`src/rtl/serial_adder_pkg.sv`:
```
// ---------------------------------------------------------------------------
// serial_adder_pkg
//   Shared definitions for the bit-serial adder: FSM state encodings, the
//   legal WIDTH range, and a helper that sizes the shift-edge counter.
//   No ports (package).
// ---------------------------------------------------------------------------
package serial_adder_pkg;

    // FSM encodings. The fourth encoding (2'd3) is unused and recovers to IDLE.
    typedef enum logic [1:0] {
        IDLE  = 2'd0,
        SHIFT = 2'd1,
        DONE  = 2'd2
    } state_e;

    localparam int unsigned WIDTH_MIN = 2;
    localparam int unsigned WIDTH_MAX = 32;

    // Counter must represent 0..WIDTH, so it never wraps inside an operation.
    function automatic int unsigned cnt_width(input int unsigned w);
        return $clog2(w + 1);
    endfunction

endpackage : serial_adder_pkg

```
`src/rtl/full_adder.sv`:
```
// ---------------------------------------------------------------------------
// full_adder
//   1-bit full-adder cell.
//   Ports:
//     a_i, b_i  : operand bits
//     ci_i      : carry in
//     s_o       : sum bit
//     co_o      : carry out
// ---------------------------------------------------------------------------
module full_adder (
    input  logic a_i,
    input  logic b_i,
    input  logic ci_i,
    output logic s_o,
    output logic co_o
);

    logic p;

    assign p    = a_i ^ b_i;
    assign s_o  = p ^ ci_i;
    assign co_o = (a_i & b_i) | (ci_i & p);

endmodule : full_adder

```
`src/rtl/serial_adder.sv`:
```
// ---------------------------------------------------------------------------
// serial_adder
//   Bit-serial adder: computes a + b + cin one bit per clock through a single
//   1-bit full-adder cell. One result every WIDTH+2 cycles.
//   Parameters:
//     WIDTH      : operand/result width, legal range 2..32
//   Ports:
//     clk        : clock, rising edge
//     rst        : synchronous active-high reset (priority over start)
//     start      : request; only sampled while idle
//     a, b, cin  : operands, captured on the accepting edge only
//     busy       : high whenever the FSM is not IDLE
//     done       : one-cycle completion pulse (registered)
//     sum, cout  : registered result, held until the next completion or reset
//     state_dbg  : current FSM state encoding (observation only)
//
//   Handshake: a request is accepted on any rising edge where start=1 and
//   busy=0 (and rst=0). start is ignored while busy=1. Completion is signalled
//   by done=1 for exactly one cycle, with sum/cout already valid in that
//   cycle. There is no backpressure on the result.
// ---------------------------------------------------------------------------
module serial_adder
    import serial_adder_pkg::*;
#(
    parameter int unsigned WIDTH = 8
) (
    input  logic             clk,
    input  logic             rst,
    input  logic             start,
    input  logic [WIDTH-1:0] a,
    input  logic [WIDTH-1:0] b,
    input  logic             cin,
    output logic             busy,
    output logic             done,
    output logic [WIDTH-1:0] sum,
    output logic             cout,
    output logic [1:0]       state_dbg
);

    localparam int unsigned CNT_W = cnt_width(WIDTH);

    state_e             state_q, state_d;
    logic [WIDTH-1:0]   a_q, a_d;
    logic [WIDTH-1:0]   b_q, b_d;
    logic [WIDTH-1:0]   res_q, res_d;
    logic               carry_q, carry_d;
    logic [CNT_W-1:0]   cnt_q, cnt_d;
    logic [WIDTH-1:0]   sum_q, sum_d;
    logic               cout_q, cout_d;
    logic               done_q, done_d;

    logic               fa_s;
    logic               fa_co;
    logic               last_shift;

    full_adder u_fa (
        .a_i  (a_q[0]),
        .b_i  (b_q[0]),
        .ci_i (carry_q),
        .s_o  (fa_s),
        .co_o (fa_co)
    );

    // Counter holds the number of shift edges already taken; the edge on
    // which it reads WIDTH-1 is the WIDTH-th and final shift.
    assign last_shift = (cnt_q == CNT_W'(WIDTH - 1));

    always_comb begin
        state_d = state_q;
        a_d     = a_q;
        b_d     = b_q;
        res_d   = res_q;
        carry_d = carry_q;
        cnt_d   = cnt_q;
        sum_d   = sum_q;
        cout_d  = cout_q;
        done_d  = 1'b0;

        case (state_q)
            IDLE: begin
                if (start) begin
                    a_d     = a;
                    b_d     = b;
                    carry_d = cin;
                    cnt_d   = '0;
                    state_d = SHIFT;
                end
            end

            SHIFT: begin
                // Sum bits enter at the MSB end, so after WIDTH shifts the
                // first (LSB) sum bit has walked down to bit 0.
                res_d   = {fa_s, res_q[WIDTH-1:1]};
                a_d     = {1'b0, a_q[WIDTH-1:1]};
                b_d     = {1'b0, b_q[WIDTH-1:1]};
                carry_d = fa_co;
                cnt_d   = cnt_q + CNT_W'(1);
                if (last_shift) begin
                    sum_d   = res_d;
                    cout_d  = fa_co;
                    done_d  = 1'b1;
                    state_d = DONE;
                end
            end

            DONE: begin
                state_d = IDLE;
            end

            default: begin
                state_d = IDLE;
            end
        endcase
    end

    always_ff @(posedge clk) begin
        if (rst) begin
            state_q <= IDLE;
            a_q     <= '0;
            b_q     <= '0;
            res_q   <= '0;
            carry_q <= 1'b0;
            cnt_q   <= '0;
            sum_q   <= '0;
            cout_q  <= 1'b0;
            done_q  <= 1'b0;
        end else begin
            state_q <= state_d;
            a_q     <= a_d;
            b_q     <= b_d;
            res_q   <= res_d;
            carry_q <= carry_d;
            cnt_q   <= cnt_d;
            sum_q   <= sum_d;
            cout_q  <= cout_d;
            done_q  <= done_d;
        end
    end

    assign busy      = (state_q != IDLE);
    assign done      = done_q;
    assign sum       = sum_q;
    assign cout      = cout_q;
    assign state_dbg = state_q;

endmodule : serial_adder

```
`config.mk`:
```
export PLATFORM = sky130hd
export DESIGN_NAME = serial_adder
export DESIGN_NICKNAME = d
export VERILOG_FILES = /design/src/rtl/serial_adder_pkg.sv /design/src/rtl/full_adder.sv /design/src/rtl/serial_adder.sv
export SDC_FILE = /design/constraint.sdc
export NUM_CORES = 1
export LEC_CHECK = 0
export CAP_MARGIN = 5
export CORE_ASPECT_RATIO = 0.9
export CORE_MARGIN = 3
export CORE_UTILIZATION = 45
export CTS_CLUSTER_SIZE = 12
export DETAILED_ROUTE_END_ITERATION = 7
export GPL_TIMING_DRIVEN = 0
export HOLD_SLACK_MARGIN = 0.1
export PLACE_DENSITY_LB_ADDON = 0.12
export REMOVE_ABC_BUFFERS = 1
export SKIP_LAST_GASP = 1
export SLEW_MARGIN = 10
export SYNTH_ARGS = -nofsm -noshare
export SYNTH_HDL_FRONTEND = slang
export SYNTH_SLANG_ARGS = --single-unit
```
`constraint.sdc`:
```
create_clock -name clk -period 1.76 [get_ports clk]
set_input_delay 0.44 -clock clk [delete_from_list [all_inputs] [get_ports clk]]
set_output_delay 0.44 -clock clk [all_outputs]
set_load 0.05 [all_outputs]
```
==> impl_results.md <==
* # setup viols final at 0
* Reg clk slew, reported paths at 0.07 ns
* Largest net degree at the start of global routing at 41
* Post-DRT Antenna Nets at 0
* Synth Warn # at 0
* Layout cell share with drive strength beyond 1 at 14.0%
* Number of DRC markers in iteration 0 at 85
* CP Max Fanout at 21
* IO Count at 33
* Worst Slack Setup Final at 0.109 ns
* Vias in the first global route at 1432
* Starting density of the core at 49.3%
* Max Slew Vio Count at 0
* Peak VDD IR at 0.000510 V
* Worst Setup Start Kind: flip-flop
* Die area at 4680 um2
* Crit Reg-Reg Startpoint: cnt_q[0]$_SDFFE_PP0P_
* Synthesized area at 1750 um2
* DR pass1 iterations at 4
* Hold Path Depth at 2
* Leakage power at 0.804 nW
* Worst Tran Pin Value at 0.806 ns
* Relative slew slack at 46.2%
* Core Area at 3550 um2
* Syn Area/Cell at 9.07 um2
* Fin crit period at 1.65 ns
* GRT Util Overall at 17.5%
* Post-Place Worst Slack at -0.490 ns
* Routed via count at 1446
* Postcts setup bufs at 0
* Die W at 71.7 um
* WP data required at 1.32 ns
* RR Endpoint: sum[3]$_SDFFE_PP0P_
* Worst Clk Skew at 0.00410 ns
* Longest Clk Path Bufs at 2
* CTS sink cnt at 40
* PD cells at 886 nW/um2
* Worst EP arrival at 1.21 ns
* Syn-to-layout area delta at 18.9%
* Synth area leader: dfxtp_1
* Wire length per cell at 14.3 um
* Rows at 20
* Global-route wire length before repair at 6400 um
* Hpwl dp at 2370 um
* Worst Hold Class: reg -> reg
* Crit path kind: reg -> out
* Post-synth top area share at 45.7%
* Unrepaired setup endpoints after global routing: no
* Final #Nets at 237
* Num CTS Buffers at 5
* Gate Count Post-Synth at 193
* Max-cap violations at 0
* Max H-tree Level at 2
* Initial antenna violation count at 0
* Hold Violations, Final at 0
* Drt via density at 5.58
* Clk Latency, worst-skew pair at 0.29 ns
* Distinct cell type count after synthesis at 31
* Worst Hold End: res_q[1]$_SDFFE_PP0P_
* Post-route clock period utilization at 93.8%
* Fill cells at 338
* Status: finished clean
* # DRC at 0
* R2r setup slk at 0.32 ns
* Final RePlAce weighted congestion at 0.725
* IO Port Bufs at 32
* Register-to-Register Path Depth at 4
* #FFs+latches synth at 40
* Drt total wl at 3700 um
* Sequential area share after synthesis at 45.7%
* CTS tree: built
* Clock root buffer master: clkbuf_8
* Die H at 65.2 um
* GR Overflow Total at 0
* Final core utilization at 58.6%
* Synth top area cells: dfxtp_1 46%, nor2_1 6.6%, a211oi_1 4.7%
* Fmax at 0.606 GHz
* Worst Hold Margin at 0.459 ns
* Hold path startpoint: res_q[1]$_SDFFE_PP0P_
* ANT cells at 0
* CP Capture Type: output port
Yosys cell counts:
master	count
nand3_1	11
fa_1	1
a21bo_1	1
a211oi_2	6
buf_1	1
o2bb2ai_1	9
ha_1	1
dfxtp_1	40
o21ba_1	1
or3_1	1
o21bai_1	1
a31oi_1	1
buf_8	1
o22ai_1	6
a32oi_1	2
buf_4	2
clkbuf_1	6
a21bo_2	8
a211oi_1	11
nand2b_1	2
inv_1	3
and2b_1	1
nand2_1	19
a21oi_1	16
buf_6	4
and3b_1	1
a21oi_2	1
nor2_1	31
o32a_1	1
a22oi_1	1
buf_2	3
power by group:
part / leakage [nW] / switching (W) / internal [W] / total, W
combinational: 0.426 / 0.000120 / 0.0000972 / 0.000217
sequential: 0.328 / 0.0000331 / 0.000946 / 0.000980
clock: 0.0503 / 0.000299 / 0.000349 / 0.000648
total: 0.804 / 0.000452 / 0.00139 / 0.00184
metrics by stage:
step	TNS, ns	power [W]	cell area [um2]	std cells
global route	0	0.00195	2080	259
detailed placement	-12.25	0.00122	2000	252
CTS	-3.17	0.00187	2090	259
finish	0	0.00184	2080	259
floorplan	-2.32	0.00112	1630	176
global placement	-18.73	0.00121	2010	252
kinds of logic after synthesis:
group	synth area share (%)
compound gates	29.2
fa+ha+maj	1.86
buf+inv	7.29
simple gates	15.9
flops	45.7
worst max-delay path by stage:
stage	start	to	cells past startpoint
after floorplan	state_dbg[0]$_SDFFE_PP0P_	cout$_SDFFE_PP0P_	3
after global placement	rst	done$_SDFF_PP0_	2
after detailed placement	start	b_q[6]$_SDFFE_PP0P_	4
after CTS	state_dbg[0]$_SDFFE_PP0P_	busy	3
after global routing	state_dbg[0]$_SDFFE_PP0P_	busy	3
final	state_dbg[0]$_SDFFE_PP0P_	busy	3
layout make-up:
type                    instances  area (um2)  area share [%]
clock buffers                   7        96.3            4.63
inverters                       3        11.3           0.541
multi-input cells             133         825            39.6
flip-flops and latches         40         805            38.6
well taps                      44        55.1            2.64
repair buffers                 32         290            13.9
critical path, cell delays in order, from the launching register on:
cell and delay (ns):
dfxtp_4 0.48, nor2_1 0.10, inv_1 0.07, clkbuf_2 0.27
sequential cells by signal (all words and copies together), names as in the netlist:
signal,cells
res_q,7
b_q,8
state_dbg,2
a_q,8
sum,8
done,1
carry_q,1
cout,1
cnt_q,4
layout by cell type, fill, tap and decap left out, drive strengths merged, types with 2 or more instances in the layout:
cell	instances
a21oi	17
clkbuf	10
nand3	11
nor2	31
nand2b	2
a21bo	9
o22ai	6
dlygate4sd2	10
clkdlybuf4s50	17
dfxtp	40
o2bb2ai	9
a32oi	2
inv	3
a211oi	17
nand2	19
metal layers:
| layer | wire (um) | GRT usage [%] |
|---|---|---|
| met1 | 1800 | 22.8 |
| met4 | 19 | 5.40 |
| met5 | 0 | 0 |
| met2 | 1750 | 27.3 |
| met3 | 134 | 6.12 |
repair_timing:
item / CTS / global route
setup endpoints to repair: 49 / 41
cloned: 0 / 0
hold buffers: 0 / 0
resized for setup: 14 / 11
Power figures use the tool's default switching activity.
